--- src/rtl/instr_fetch.sv ---
// rtl/instr_fetch.sv - in-order instruction fetch unit with response FIFO and redirect handling
// Issues word requests, buffers in-order responses, drops stale responses after a redirect.
module instr_fetch #(
  parameter logic [31:0] RESET_PC = 32'h8000_0000,
  parameter int          DEPTH    = 2
) (
  input  logic        clk,
  input  logic        rst,
  output logic        imem_req_valid,
  output logic [31:0] imem_req_addr,
  input  logic        imem_req_ready,
  input  logic        imem_rsp_valid,
  input  logic [31:0] imem_rsp_data,
  input  logic        imem_rsp_error,
  output logic        instr_valid,
  input  logic        instr_ready,
  output logic [31:0] instr,
  output logic [31:0] instr_pc,
  output logic [1:0]  instr_fault,
  input  logic        redirect_valid,
  input  logic [31:0] redirect_pc
);

  localparam int          PW      = $clog2(DEPTH);
  localparam int          CW      = $clog2(DEPTH + 1);
  localparam logic [CW:0] DEPTH_W = (CW + 1)'(DEPTH);

  localparam logic [1:0] FAULT_NONE     = 2'b00;
  localparam logic [1:0] FAULT_ACCESS   = 2'b01;
  localparam logic [1:0] FAULT_MISALIGN = 2'b10;

  logic [31:0]   fetch_pc;
  logic [31:0]   rsp_pc;
  logic [CW-1:0] outstanding;
  logic [CW-1:0] outstanding_after;
  logic [CW-1:0] drop_cnt;
  logic [CW-1:0] count;
  logic [PW-1:0] rd_ptr;
  logic [PW-1:0] wr_ptr;
  logic          halted;

  logic [31:0] mem_instr [DEPTH];
  logic [31:0] mem_pc    [DEPTH];
  logic [1:0]  mem_fault [DEPTH];

  logic [CW:0] occupancy;
  logic        req_fire;
  logic        rsp_fire;
  logic        push;
  logic        pop;
  logic        misaligned;

  // Occupancy counts words requested but not yet returned plus words buffered,
  // so a full FIFO can never be overrun by returning responses.
  always_comb begin
    occupancy      = {1'b0, outstanding} + {1'b0, count};
    imem_req_valid = !rst && !halted && !redirect_valid && (occupancy < DEPTH_W);
  end

  assign imem_req_addr     = fetch_pc;
  assign req_fire          = imem_req_valid && imem_req_ready;
  assign rsp_fire          = imem_rsp_valid && (outstanding != '0);
  assign push              = rsp_fire && (drop_cnt == '0);
  assign instr_valid       = (count != '0);
  assign pop               = instr_valid && instr_ready;
  assign misaligned        = (redirect_pc[1:0] != 2'b00);
  assign outstanding_after = outstanding - CW'(rsp_fire);

  assign instr       = mem_instr[rd_ptr];
  assign instr_pc    = mem_pc[rd_ptr];
  assign instr_fault = mem_fault[rd_ptr];

  always_ff @(posedge clk or posedge rst) begin
    if (rst) begin
      fetch_pc    <= RESET_PC;
      rsp_pc      <= RESET_PC;
      outstanding <= '0;
      drop_cnt    <= '0;
      halted      <= 1'b0;
    end else if (redirect_valid) begin
      // Everything still in flight belongs to the old stream; a response
      // arriving this cycle is already excluded from outstanding_after.
      fetch_pc    <= redirect_pc;
      rsp_pc      <= redirect_pc;
      outstanding <= outstanding_after;
      drop_cnt    <= outstanding_after;
      halted      <= misaligned;
    end else begin
      if (req_fire) begin
        fetch_pc <= fetch_pc + 32'd4;
      end
      outstanding <= outstanding_after + CW'(req_fire);
      if (rsp_fire && (drop_cnt != '0)) begin
        drop_cnt <= drop_cnt - CW'(1);
      end
      if (push) begin
        rsp_pc <= rsp_pc + 32'd4;
        if (imem_rsp_error) begin
          halted <= 1'b1;
        end
      end
    end
  end

  always_ff @(posedge clk or posedge rst) begin
    if (rst) begin
      rd_ptr <= '0;
      wr_ptr <= '0;
      count  <= '0;
      for (int i = 0; i < DEPTH; i++) begin
        mem_instr[i] <= '0;
        mem_pc[i]    <= '0;
        mem_fault[i] <= FAULT_NONE;
      end
    end else if (redirect_valid) begin
      rd_ptr <= '0;
      if (misaligned) begin
        // The fault entry replaces the flushed contents so it is visible next cycle.
        mem_instr[0] <= '0;
        mem_pc[0]    <= redirect_pc;
        mem_fault[0] <= FAULT_MISALIGN;
        wr_ptr       <= PW'(1);
        count        <= CW'(1);
      end else begin
        wr_ptr <= '0;
        count  <= '0;
      end
    end else begin
      if (push) begin
        mem_instr[wr_ptr] <= imem_rsp_error ? 32'h0 : imem_rsp_data;
        mem_pc[wr_ptr]    <= rsp_pc;
        mem_fault[wr_ptr] <= imem_rsp_error ? FAULT_ACCESS : FAULT_NONE;
        wr_ptr            <= wr_ptr + PW'(1);
      end
      if (pop) begin
        rd_ptr <= rd_ptr + PW'(1);
      end
      count <= count + CW'(push) - CW'(pop);
    end
  end

endmodule

--- config.mk ---
export PLATFORM = sky130hd
export DESIGN_NAME = instr_fetch
export DESIGN_NICKNAME = d
export VERILOG_FILES = /design/src/rtl/instr_fetch.sv
export SDC_FILE = /design/constraint.sdc
export NUM_CORES = 1
export LEC_CHECK = 0
export ABC_AREA = 1
export CORE_MARGIN = 4
export CORE_UTILIZATION = 49
export DETAILED_ROUTE_END_ITERATION = 7
export MAX_ROUTING_LAYER = met4
export PLACE_DENSITY = 0.77
export REMOVE_ABC_BUFFERS = 1
export SYNTH_ARGS = -nofsm -noshare
export SYNTH_HDL_FRONTEND = slang
export SYNTH_SLANG_ARGS = --single-unit
--- constraint.sdc ---
create_clock -name clk -period 7 [get_ports clk]
set_input_delay 1.75 -clock clk [delete_from_list [all_inputs] [get_ports clk]]
set_output_delay 1.75 -clock clk [all_outputs]
set_load 0.03 [all_outputs]
==> flow_metrics.tcl <==
set metrics [dict create \
    crit_top_cell "clkdlybuf4s50_1" \
    cts_max_path_buffers 3 \
    finalNetCount 1777 \
    cts_root_buf "clkbuf_16" \
    synth_area_leaders "dfrtp_1, nand2_1, inv_1" \
    finalCritPeriodShare 0.724 \
    ys.flop_type "dfrtp_1" \
    synth_common_cells "nand2_1, dfrtp_1, inv_1" \
    seq_area_mm2 0.00511 \
    yosysMostFrequentCell "nand2_1" \
    worst_pin_slew_ps 999 \
    fin_util 0.620 \
    pwr_density_cell_mw_per_mm2 333 \
    io_pins 171 \
    cts_tree "done" \
    drc 0 \
    drive_above_1_share 0.0484 \
    grtUsageMet3 0.0328 \
    hp-class "reg2reg" \
    worst-path-buf-inv 3 \
    cts_hold_buf 0 \
    grt_max_degree 103 \
    antenna_found_initial 0 \
    rr_worst_depth 10 \
    setup_viol 0 \
    crit_slowest_cell "clkdlybuf4s50_1" \
    rsz0062_at_grt "false" \
    p_leak_nw 6.59 \
    port_buffers 170 \
    final_cell_area_mm2 0.0136 \
    pre_cts_ws_ps 1910 \
    cts_resized 0 \
    slew_violations 0 \
    die-area_mm2 0.0249 \
    post_dp_cell_area_mm2 0.0128 \
    row_count 54 \
    synth_cells 1552 \
    crit_family "buffers and inverters" \
    insertion_delay_ps 500 \
    met1_usage 0.350 \
    cp-start-kind "input port" \
    maxCapViolCount 0 \
    ys_ff_latch 204 \
    drt_wl_total_um 31100 \
    synth_edf_count 0 \
    crit_cells 5 \
    grt_usage 0.253 \
    avgSynthCellArea_um2 7.08 \
    yosysTopAreaCell "dfrtp_1" \
    finClkSkew_ps 11.8 \
    die_h_um 158 \
    whs_ps 474 \
    cts_buffers 23 \
    grt-busiest-layer "met2" \
    drtPass1Iterations 5 \
    viasPerCell 5.22 \
    crit_arrival_ps 3320 \
    rrSetupSlack_ps 3980 \
    total_power_mw 4.53 \
    synth_top_area_frac 0.460 \
    post-cts-setup-buffers 0 \
    initial_core_util 0.501 \
    fin_crit_ps 5070 \
    critPathMaxStageDelay_ps 660 \
    yosysUniqueCellTypes 35 \
    critical_path.max_fanout 2 \
    r2r-start "drop_cnt[0]$_DFFE_PP0P_" \
    crit_chain "clkdlybuf4s50_1, nor2_1, nand3_1, inv_1, clkdlybuf4s50_1" \
    fillCellCount 2017 \
    max_freq_mhz 197 \
    hpwl_um 21600 \
    rr_endpoint "mem_pc[29]$_DFFE_PP0P_" \
    coreArea_mm2 0.0220 \
    setup-tns-final_ps 0 \
    ant_nets 0 \
    place_inst 1953 \
    clock_sinks 204 \
    yosysSeqAreaShare 0.465 \
    required_ps 5250 \
    grt_pass1_wl_um 49900 \
    clk_pin_slew_ps 60 \
    wl_per_cell_um 15.6 \
    async_flop_share 1.00 \
    final_cell_count_no_fill 1994 \
    status "completed" \
    grt.overflow.total 0 \
    htreeDepth 1 \
    grt_util_met2 0.404 \
    peakVddDrop_v 0.000187 \
    die_x_um 158 \
    drt_iter0_drc 629 \
    multi_input_area_mm2 0.00493 \
    synthesis.area_mm2 0.0110 \
    num_vias 10415 \
    setup_ws_ps 1930 \
    syn_to_final_growth_pct 23.8 \
    endpoint "imem_req_valid" \
    diodes 0 \
    crit_type "in2out" \
    grt_pass1_vias 9995 \
    crit_start "rst" \
    yosys_warnings 0 \
    endpoint_kind "output port" \
    max_slew_margin 0.333 \
    finalHoldViolCount 0 \
    place_congestion 0.941 \
]
-- placed cells by master, fill, tap and decap left out, types with 4 or more instances in the layout --
cell and count:
clkinv_2 5, clkdlybuf4s50_1 170, dfrtp_1 201, o21ai_1 36
o21ai_2 10, clkbuf_8 7, a21oi_1 5, ha_1 7
nand4_1 6, xnor2_1 5, buf_4 13, o211ai_1 20
nand3_1 83, inv_1 153, nor2_1 125, xor2_1 13
inv_2 4, o21ai_0 114, nand2_1 676, clkbuf_16 23
nor3_1 4
-- worst reg2reg max path, stage by stage (launching register included) --
cell and delay (ps):
dfrtp_1 380, inv_1 80, ha_1 160, inv_1 70, nor2_4 180, nand2_4 110, nor2_8 360, clkinv_2 850
buf_4 540, nand2_1 110, o21ai_2 50
-- report_power, final --
group | switching, mW | leakage [nW] | internal, mW | total, mW
Combinational | 0.957 | 3.59 | 0.564 | 1.52
Sequential | 0.237 | 2.61 | 1.51 | 1.75
Clock | 0.478 | 0.395 | 0.786 | 1.26
Total | 1.67 | 6.59 | 2.86 | 4.53
-- worst min path at each step --
| stage | startpoint | to | depth (start not counted) | slack, ps |
|---|---|---|---|---|
| 2_1_floorplan | mem_instr[11]$_DFFE_PP0P_ | mem_instr[11]$_DFFE_PP0P_ | 2 | 440 |
| 3_3_place_gp | mem_instr[14]$_DFFE_PP0P_ | mem_instr[14]$_DFFE_PP0P_ | 2 | 450 |
| 3_5_place_dp | mem_instr[24]$_DFFE_PP0P_ | mem_instr[24]$_DFFE_PP0P_ | 2 | 460 |
| 4_1_cts | mem_instr[24]$_DFFE_PP0P_ | mem_instr[24]$_DFFE_PP0P_ | 2 | 470 |
| 5_1_grt | mem_instr[4]$_DFFE_PP0P_ | mem_instr[4]$_DFFE_PP0P_ | 2 | 490 |
| 6_report | mem_instr[0]$_DFFE_PP0P_ | mem_instr[0]$_DFFE_PP0P_ | 2 | 470 |
-- registers in the layout, summed over array words and instances (netlist names) --
name,count
mem_instr,64
mem_pc,64
imem_req_addr,32
rsp_pc,32
mem_fault,3
count,2
drop_cnt,2
outstanding,2
halted,1
rd_ptr,1
wr_ptr,1
-- metal layers --
| layer | up-vias | part of all wire |
|---|---|---|
| met2 | 436 | 0.46 |
| met4 | 0 | 0.019 |
| met5 | - | 0 |
| met1 | 4814 | 0.44 |
| met3 | 54 | 0.075 |
| li1 | 5111 | - |
-- kinds of logic after synthesis --
logic type      synth area share
flops                      0.465
xor+xnor                  0.0143
fa+ha+maj                0.00979
buf+inv                   0.0865
compound gates            0.0964
simple gates               0.328
-- final cells by class --
| cell class | count | area share |
|---|---|---|
| Tap cell | 280 | 0.0257 |
| Clock inverter | 8 | 0.00864 |
| Multi-Input combinational cell | 1125 | 0.363 |
| Sequential cell | 204 | 0.375 |
| Inverter | 161 | 0.0451 |
| Timing Repair Buffer | 183 | 0.132 |
| Clock buffer | 33 | 0.0502 |
Power figures use the tool's default switching activity.
